**config.mk**
```make
export PLATFORM = sky130hd
export DESIGN_NAME = keypad_matrix_scanner_flat
export DESIGN_NICKNAME = d
export VERILOG_FILES = /design/src/rtl/keypad_pkg.sv /design/src/rtl/keypad_matrix_scanner_if.sv /design/src/rtl/key_debouncer.sv /design/src/rtl/keypad_matrix_scanner.sv /design/src/flat_wrapper.sv
export SDC_FILE = /design/constraint.sdc
export NUM_CORES = 1
export LEC_CHECK = 0
export CAP_MARGIN = 20
export CORE_MARGIN = 3
export CORE_UTILIZATION = 52
export CTS_CLUSTER_DIAMETER = 120
export DETAILED_ROUTE_END_ITERATION = 12
export PLACE_DENSITY = 0.83
export SLEW_MARGIN = 20
export SYNTH_ARGS = -nofsm -noshare
export SYNTH_HDL_FRONTEND = slang
export SYNTH_HIERARCHICAL = 1
export SYNTH_SLANG_ARGS = --single-unit
```
**constraint.sdc**
```tcl
create_clock -name clk -period 2.45 [get_ports clk]
set_input_delay 0.49 -clock clk [delete_from_list [all_inputs] [get_ports clk]]
set_output_delay 0.49 -clock clk [all_outputs]
set_load 0.01 [all_outputs]
```
**src/rtl/keypad_pkg.sv**
```systemverilog
// keypad_pkg: shared FSM state type and event-code width helper for the keypad scanner
package keypad_pkg;
  typedef enum logic [1:0] {SCAN, PRESS_DB, HELD, RELEASE_DB} state_t;
  function automatic int code_w(input int rows, input int cols);
    return rows + cols;
  endfunction
endpackage

```
**src/rtl/keypad_matrix_scanner_if.sv**
```systemverilog
// keypad_matrix_scanner_if: valid/ready key-event channel
interface keypad_matrix_scanner_if
  import keypad_pkg::*;
#(parameter int CW = code_w(4, 4)) ();
  logic evt_valid;
  logic evt_ready;
  logic evt_press;
  logic [CW-1:0] evt_code;
  modport master (output evt_valid, evt_code, evt_press, input evt_ready);
  modport slave (input evt_valid, evt_code, evt_press, output evt_ready);
endinterface

```
**src/rtl/key_debouncer.sv**
```systemverilog
// key_debouncer: press/release debounce FSM evaluated once per dwell sample point
module key_debouncer
  import keypad_pkg::*;
#(
  parameter int ROWS = 4,
  parameter int COLS = 4,
  parameter int DEBOUNCE_CNT = 3,
  localparam int CW = code_w(ROWS, COLS),
  localparam int DW = $clog2(DEBOUNCE_CNT + 1)
) (
  input  logic            clk,
  input  logic            reset,
  input  logic            sample,
  input  logic [COLS-1:0] col,
  input  logic [ROWS-1:0] row,
  output logic            held,
  output logic [CW-1:0]   candidate,
  output logic            accept_press,
  output logic            accept_release,
  output logic            ghost,
  output logic            rotate
);
  state_t state, state_nx;
  logic [DW-1:0] count, count_nx, inc;
  logic [CW-1:0] cand_q, cand_nx, code;
  logic zero, one, done;
  assign code = {col, row};
  assign zero = col == '0;
  assign one = $countones(col) == 1;
  assign inc = count + 1'b1;
  assign done = inc == DW'(DEBOUNCE_CNT);
  assign held = state == HELD || state == RELEASE_DB;
  // the combinational candidate lets a DEBOUNCE_CNT=1 press report the key on its first sample
  assign candidate = cand_nx;
  always_ff @(posedge clk or negedge reset)
    if (!reset) begin
      state <= SCAN;
      cand_q <= '0;
      count <= '0;
    end else begin
      state <= state_nx;
      cand_q <= cand_nx;
      count <= count_nx;
    end
  always_comb begin
    state_nx = state;
    cand_nx = cand_q;
    count_nx = count;
    accept_press = 1'b0;
    accept_release = 1'b0;
    ghost = 1'b0;
    rotate = 1'b0;
    if (sample)
      case (state)
        SCAN:
          if (one) begin
            cand_nx = code;
            accept_press = DEBOUNCE_CNT == 1;
            state_nx = accept_press ? HELD : PRESS_DB;
            count_nx = accept_press ? '0 : DW'(1);
          end else begin
            ghost = !zero;
            rotate = 1'b1;
          end
        PRESS_DB:
          if (code == cand_q) begin
            accept_press = done;
            state_nx = done ? HELD : PRESS_DB;
            count_nx = done ? '0 : inc;
          end else begin
            state_nx = SCAN;
            count_nx = '0;
            rotate = 1'b1;
          end
        default:
          if (zero) begin
            accept_release = done;
            rotate = done;
            state_nx = done ? SCAN : RELEASE_DB;
            count_nx = done ? '0 : inc;
          end else begin
            state_nx = HELD;
            count_nx = '0;
          end
      endcase
  end
endmodule

```
**src/rtl/keypad_matrix_scanner.sv**
```systemverilog
// keypad_matrix_scanner: row-scanning keypad reader with debounced press/release events
module keypad_matrix_scanner
  import keypad_pkg::*;
#(
  parameter int ROWS = 4,
  parameter int COLS = 4,
  parameter int SCAN_DIV = 4,
  parameter int DEBOUNCE_CNT = 3
) (
  input  logic                     clk,
  input  logic                     reset,
  input  logic [COLS-1:0]          col,
  output logic [ROWS-1:0]          row,
  keypad_matrix_scanner_if.master  evt,
  output logic                     key_held,
  output logic                     ghost,
  output logic                     overflow
);
  localparam int CW = code_w(ROWS, COLS);
  localparam int VW = $clog2(SCAN_DIV);
  logic [VW-1:0] dwell;
  logic sample, accept_press, accept_release, ghost_c, rotate, emit, take;
  logic evt_valid_q, evt_press_q;
  logic [CW-1:0] candidate, evt_code_q;
  assign sample = dwell == VW'(SCAN_DIV - 1);
  assign emit = accept_press | accept_release;
  assign take = !evt_valid_q || evt.evt_ready;
  assign evt.evt_valid = evt_valid_q;
  assign evt.evt_code = evt_code_q;
  assign evt.evt_press = evt_press_q;
  key_debouncer #(.ROWS(ROWS), .COLS(COLS), .DEBOUNCE_CNT(DEBOUNCE_CNT)) u_debouncer (
    .clk(clk),
    .reset(reset),
    .sample(sample),
    .col(col),
    .row(row),
    .held(key_held),
    .candidate(candidate),
    .accept_press(accept_press),
    .accept_release(accept_release),
    .ghost(ghost_c),
    .rotate(rotate)
  );
  always_ff @(posedge clk or negedge reset)
    if (!reset) begin
      dwell <= '0;
      row <= ROWS'(1) << (ROWS - 1);
      ghost <= 1'b0;
      overflow <= 1'b0;
      evt_valid_q <= 1'b0;
      evt_code_q <= '0;
      evt_press_q <= 1'b0;
    end else begin
      dwell <= sample ? '0 : dwell + 1'b1;
      row <= rotate ? {row[0], row[ROWS-1:1]} : row;
      ghost <= ghost_c;
      overflow <= emit && !take;
      // an event arriving on the accepting edge replaces the old one with no idle gap
      if (emit && take) begin
        evt_valid_q <= 1'b1;
        evt_code_q <= candidate;
        evt_press_q <= accept_press;
      end else if (evt.evt_ready) evt_valid_q <= 1'b0;
    end
endmodule

```
**src/flat_wrapper.sv**
```systemverilog
// flat-port wrapper written by rule: the top's interface ports become plain ports
module keypad_matrix_scanner_flat import keypad_pkg::*;
#(
  parameter int ROWS = 4,
  parameter int COLS = 4,
  parameter int SCAN_DIV = 4,
  parameter int DEBOUNCE_CNT = 3
)
  (clk, reset, col, row, key_held, ghost, overflow, evt_evt_valid, evt_evt_code, evt_evt_press, evt_evt_ready);
  keypad_matrix_scanner_if #(.CW(8)) evt_i ();
  input  logic clk;
  input  logic reset;
  input  logic [COLS-1:0] col;
  output logic [ROWS-1:0] row;
  output logic key_held;
  output logic ghost;
  output logic overflow;
  output wire logic [$bits(evt_i.evt_valid)-1:0] evt_evt_valid;
  output wire logic [$bits(evt_i.evt_code)-1:0] evt_evt_code;
  output wire logic [$bits(evt_i.evt_press)-1:0] evt_evt_press;
  input wire logic [$bits(evt_i.evt_ready)-1:0] evt_evt_ready;
  assign evt_evt_valid = evt_i.evt_valid;
  assign evt_evt_code = evt_i.evt_code;
  assign evt_evt_press = evt_i.evt_press;
  assign evt_i.evt_ready = evt_evt_ready;
  keypad_matrix_scanner #(.ROWS(ROWS), .COLS(COLS), .SCAN_DIV(SCAN_DIV), .DEBOUNCE_CNT(DEBOUNCE_CNT)) u_core (.clk(clk), .reset(reset), .col(col), .row(row), .evt(evt_i), .key_held(key_held), .ghost(ghost), .overflow(overflow));
endmodule
```
==> results of run 1 <==
==> power breakdown <==
part	leakage, nW	switching (mW)	internal (mW)
clock	0.0374	0.201	0.214
sequential	0.402	0.0405	0.540
combinational	0.529	0.146	0.146
==> layout make-up <==
type	count	area (µm²)	area share (%)
Multi-Input combinational cell	81	748	36.6
Clock buffer	5	37.5	1.83
Clock inverter	3	45.0	2.20
Timing Repair Buffer	42	393	19.2
Inverter	6	32.5	1.59
Sequential cell	30	752	36.8
Tap cell	30	37.5	1.83
==> per-layer routing <==
layer	global-route usage, %	share of wire, %	up-vias
met5	0	0	-
met4	9.49	1.7	0
met3	6.05	5.4	9
met2	29.5	50	34
met1	26.4	43	518
li1	-	-	508
==> state kept, by name, summed over array words and instances, names as in the netlist <==
register and cells:
u_core/overflow 1, u_core/ghost 1, u_core/u_debouncer/cand_q 8, u_core/dwell 2, u_core/evt.evt_code 8, u_core/evt.evt_valid 1
u_core/u_debouncer/state 2, u_core/evt.evt_press 1, u_core/u_debouncer/count 2, u_core/row 4
==> worst reg2reg max path, cell delays in order, from the launching register on <==
cell and delay [ns]:
dfstp_2 0.59, xor2_1 0.11, nor4_4 0.29, nand4_1 0.16, nor2_1 0.26, nor2_4 0.07, nor2b_4 0.14, buf_12 0.15
mux2_4 0.30
==> final timing paths <==
| path | from | to | slack [ns] | cells past startpoint |
|---|---|---|---|---|
| max | col[1] | u_core/evt.evt_code[1] | 0.05 | 10 |
| min | u_core/dwell[0] | u_core/dwell[0] | 0.45 | 1 |
| max reg2reg | u_core/row[3] | u_core/evt.evt_code[3] | 0.28 | 8 |
| min reg2reg | u_core/dwell[0] | u_core/dwell[0] | 0.45 | 1 |
| max in group asynchronous | reset | u_core/row[3] | 1.63 | 2 |
| min in group asynchronous | reset | u_core/ghost | 0.50 | 2 |
==> through the flow <==
stage / hold WS (ns) / power (mW) / utilization, %
6_report: 0.446 / 1.29 / 78.3
5_1_grt: 0.444 / 1.34 / 78.3
4_1_cts: 0.439 / 1.26 / 76.7
3_5_place_dp: 0.423 / 0.852 / 73.0
3_3_place_gp: 0.415 / 0.840 / 73.0
2_1_floorplan: 0.194 / 0.753 / -
==> what timing repair did <==
| item | in CTS | in global routing |
|---|---|---|
| resized for setup | 16 | 7 |
| gates cloned | 0 | 0 |
| pin swaps | 4 | 4 |
| setup endpoints to repair | 23 | 12 |
| buffers inserted | 0 | 3 |
==> kinds of logic (layout without fill, tap and decap cells) <==
group	count (synthesis)	in the layout	synth area share, %
simple gates	35	35	15.0
flops	30	30	50.1
mux	17	17	15.5
compound gates	16	16	6.75
buf+inv	10	56	3.33
xor+xnor	8	8	4.67
fa+ha+maj	5	5	4.67
==> cell usage in the layout, fill, tap and decap left out, types with 2 or more instances in the layout <==
cell	n
dfrtp_1	29
mux2_2	4
o21ai_1	2
clkbuf_4	5
o21ai_0	3
clkinvlp_4	2
o21ai_2	2
nand3_1	2
xor2_1	8
ha_1	2
nor2_1	9
inv_1	3
clkdlybuf4s50_1	20
buf_4	18
nand2_1	9
buf_6	2
mux2_4	13
a21oi_1	2
==> metrics, run 1 <==
slowest stage cell, crit path=fa_1; DP Worst Slack=-0.907 ns; routability cong.=0.832; Antenna Violating Nets Remaining=0; clk buf depth=2; CTS root buf=clkbuf_4; maxcap violations=0; yosys synthesis warning count=6; worst skew pair latency=0.35 ns; outcome=completed; Final setup viols=0; crit end category=flip-flop; layout cells sized above 1=38.3%; Num CTS Buffers=5; slowest stage delay, CP=0.53 ns; Worst setup SP type=primary input; Pwr Density=629 nW/µm²; DRT iter0 DRCs=51; crit path buf inv count=3; CTS tree=yes; commonest cells in the netlist=29 x dfrtp_1, 11 x mux2_4, 9 x nand2_1, 9 x nor2_1, 8 x xor2_1; Post-Syn Instances=121; Ant. Diodes=0; Mean Syn Cell Area=12.4 µm²; Synth async-reset ratio=100%; CTS Hold Bufs=0; Post-synth top flop=dfrtp_1; cell area after layout=2050 µm²; crit-path leading delay family=adder cells; most frequent CP cell=mux2_4; number of global-route vias before repair=1072; Critical Path RT=2.70 ns; antenna violations before repair=0; most common cell in the synthesized netlist=dfrtp_1; Final Hold Fails=0; synthesized net count=133; initial core utilization=57.5%; clock sink count=30; GR Overflow Total=0; Hold WC Path Type=flip-flop to flip-flop; Worst Clk Skew=0.00863 ns; routed vias/inst=5.43; post-route setup slack=0.0476 ns; top cell type by total area after synthesis=dfrtp_1; fin nets=178; Yosys top cell area share=48.3%; area grow syn2layout=36.2%; Syn Std Cell Area=1500 µm²; Peak VDD IR=0.661 mV; worst setup path class=primary input to flip-flop; wire per inst=17.1 µm; number of port buffers=23; Die Y=59.7 µm; Rel. slew slack=74.8%; worst-margin pin slew=0.378 ns; WP data arrival=2.65 ns; first-pass GRT wire length=5000 µm; Core Region=2610 µm²; post-synthesis cell type count=40; GRT Resource Usage Total=19.8%; final setup TNS=0 ns; Initial DRT Pass Iterations=4; largest net degree at the start of global routing=31; HPWL Detailed=2100 µm; f_max=416 MHz; placed cell areas=1910 µm²; die width=59.7 µm; Synth area leaders=dfrtp_1 48%, mux2_4 11%, xor2_1 4.7%; Filler Cell Count=150; number of synthesized flops with an enable pin=0; leakage=0.968 nW; DRC=0; Worst-path clk slew=0.11 ns; period utilization=98.1%; die footprint=3570 µm²; fin crit period=2.40 ns; H-tree levels=2; #FFs+latches synth=30; number of cell rows=18; sequential share of the synthesized area=50.1%; final WL=3360 µm; placed cells=186; Ports=24; Slew Limit Fails=0; Via Count=1069; critical path cell sequence=buf_8 -> inv_4 -> fa_1 -> inv_1 -> ha_2 -> ha_4 -> nor3b_4 -> nand3_4 -> mux2_4 -> mux2_4; critical path fanouts, max=7; Non-Filler Instances=197
No activity file was read; power rests on OpenSTA's default activity.
==> inputs of run 2 (changes only) <==
--- a/config.mk
+++ b/config.mk
@@ -11,7 +11,6 @@
 export CTS_CLUSTER_DIAMETER = 120
 export DETAILED_ROUTE_END_ITERATION = 12
 export PLACE_DENSITY = 0.83
-export SLEW_MARGIN = 20
 export SYNTH_ARGS = -nofsm -noshare
 export SYNTH_HDL_FRONTEND = slang
 export SYNTH_HIERARCHICAL = 1
==> results of run 2 <==
No change in the layout: final DEF, timing and power equal those of run 1.
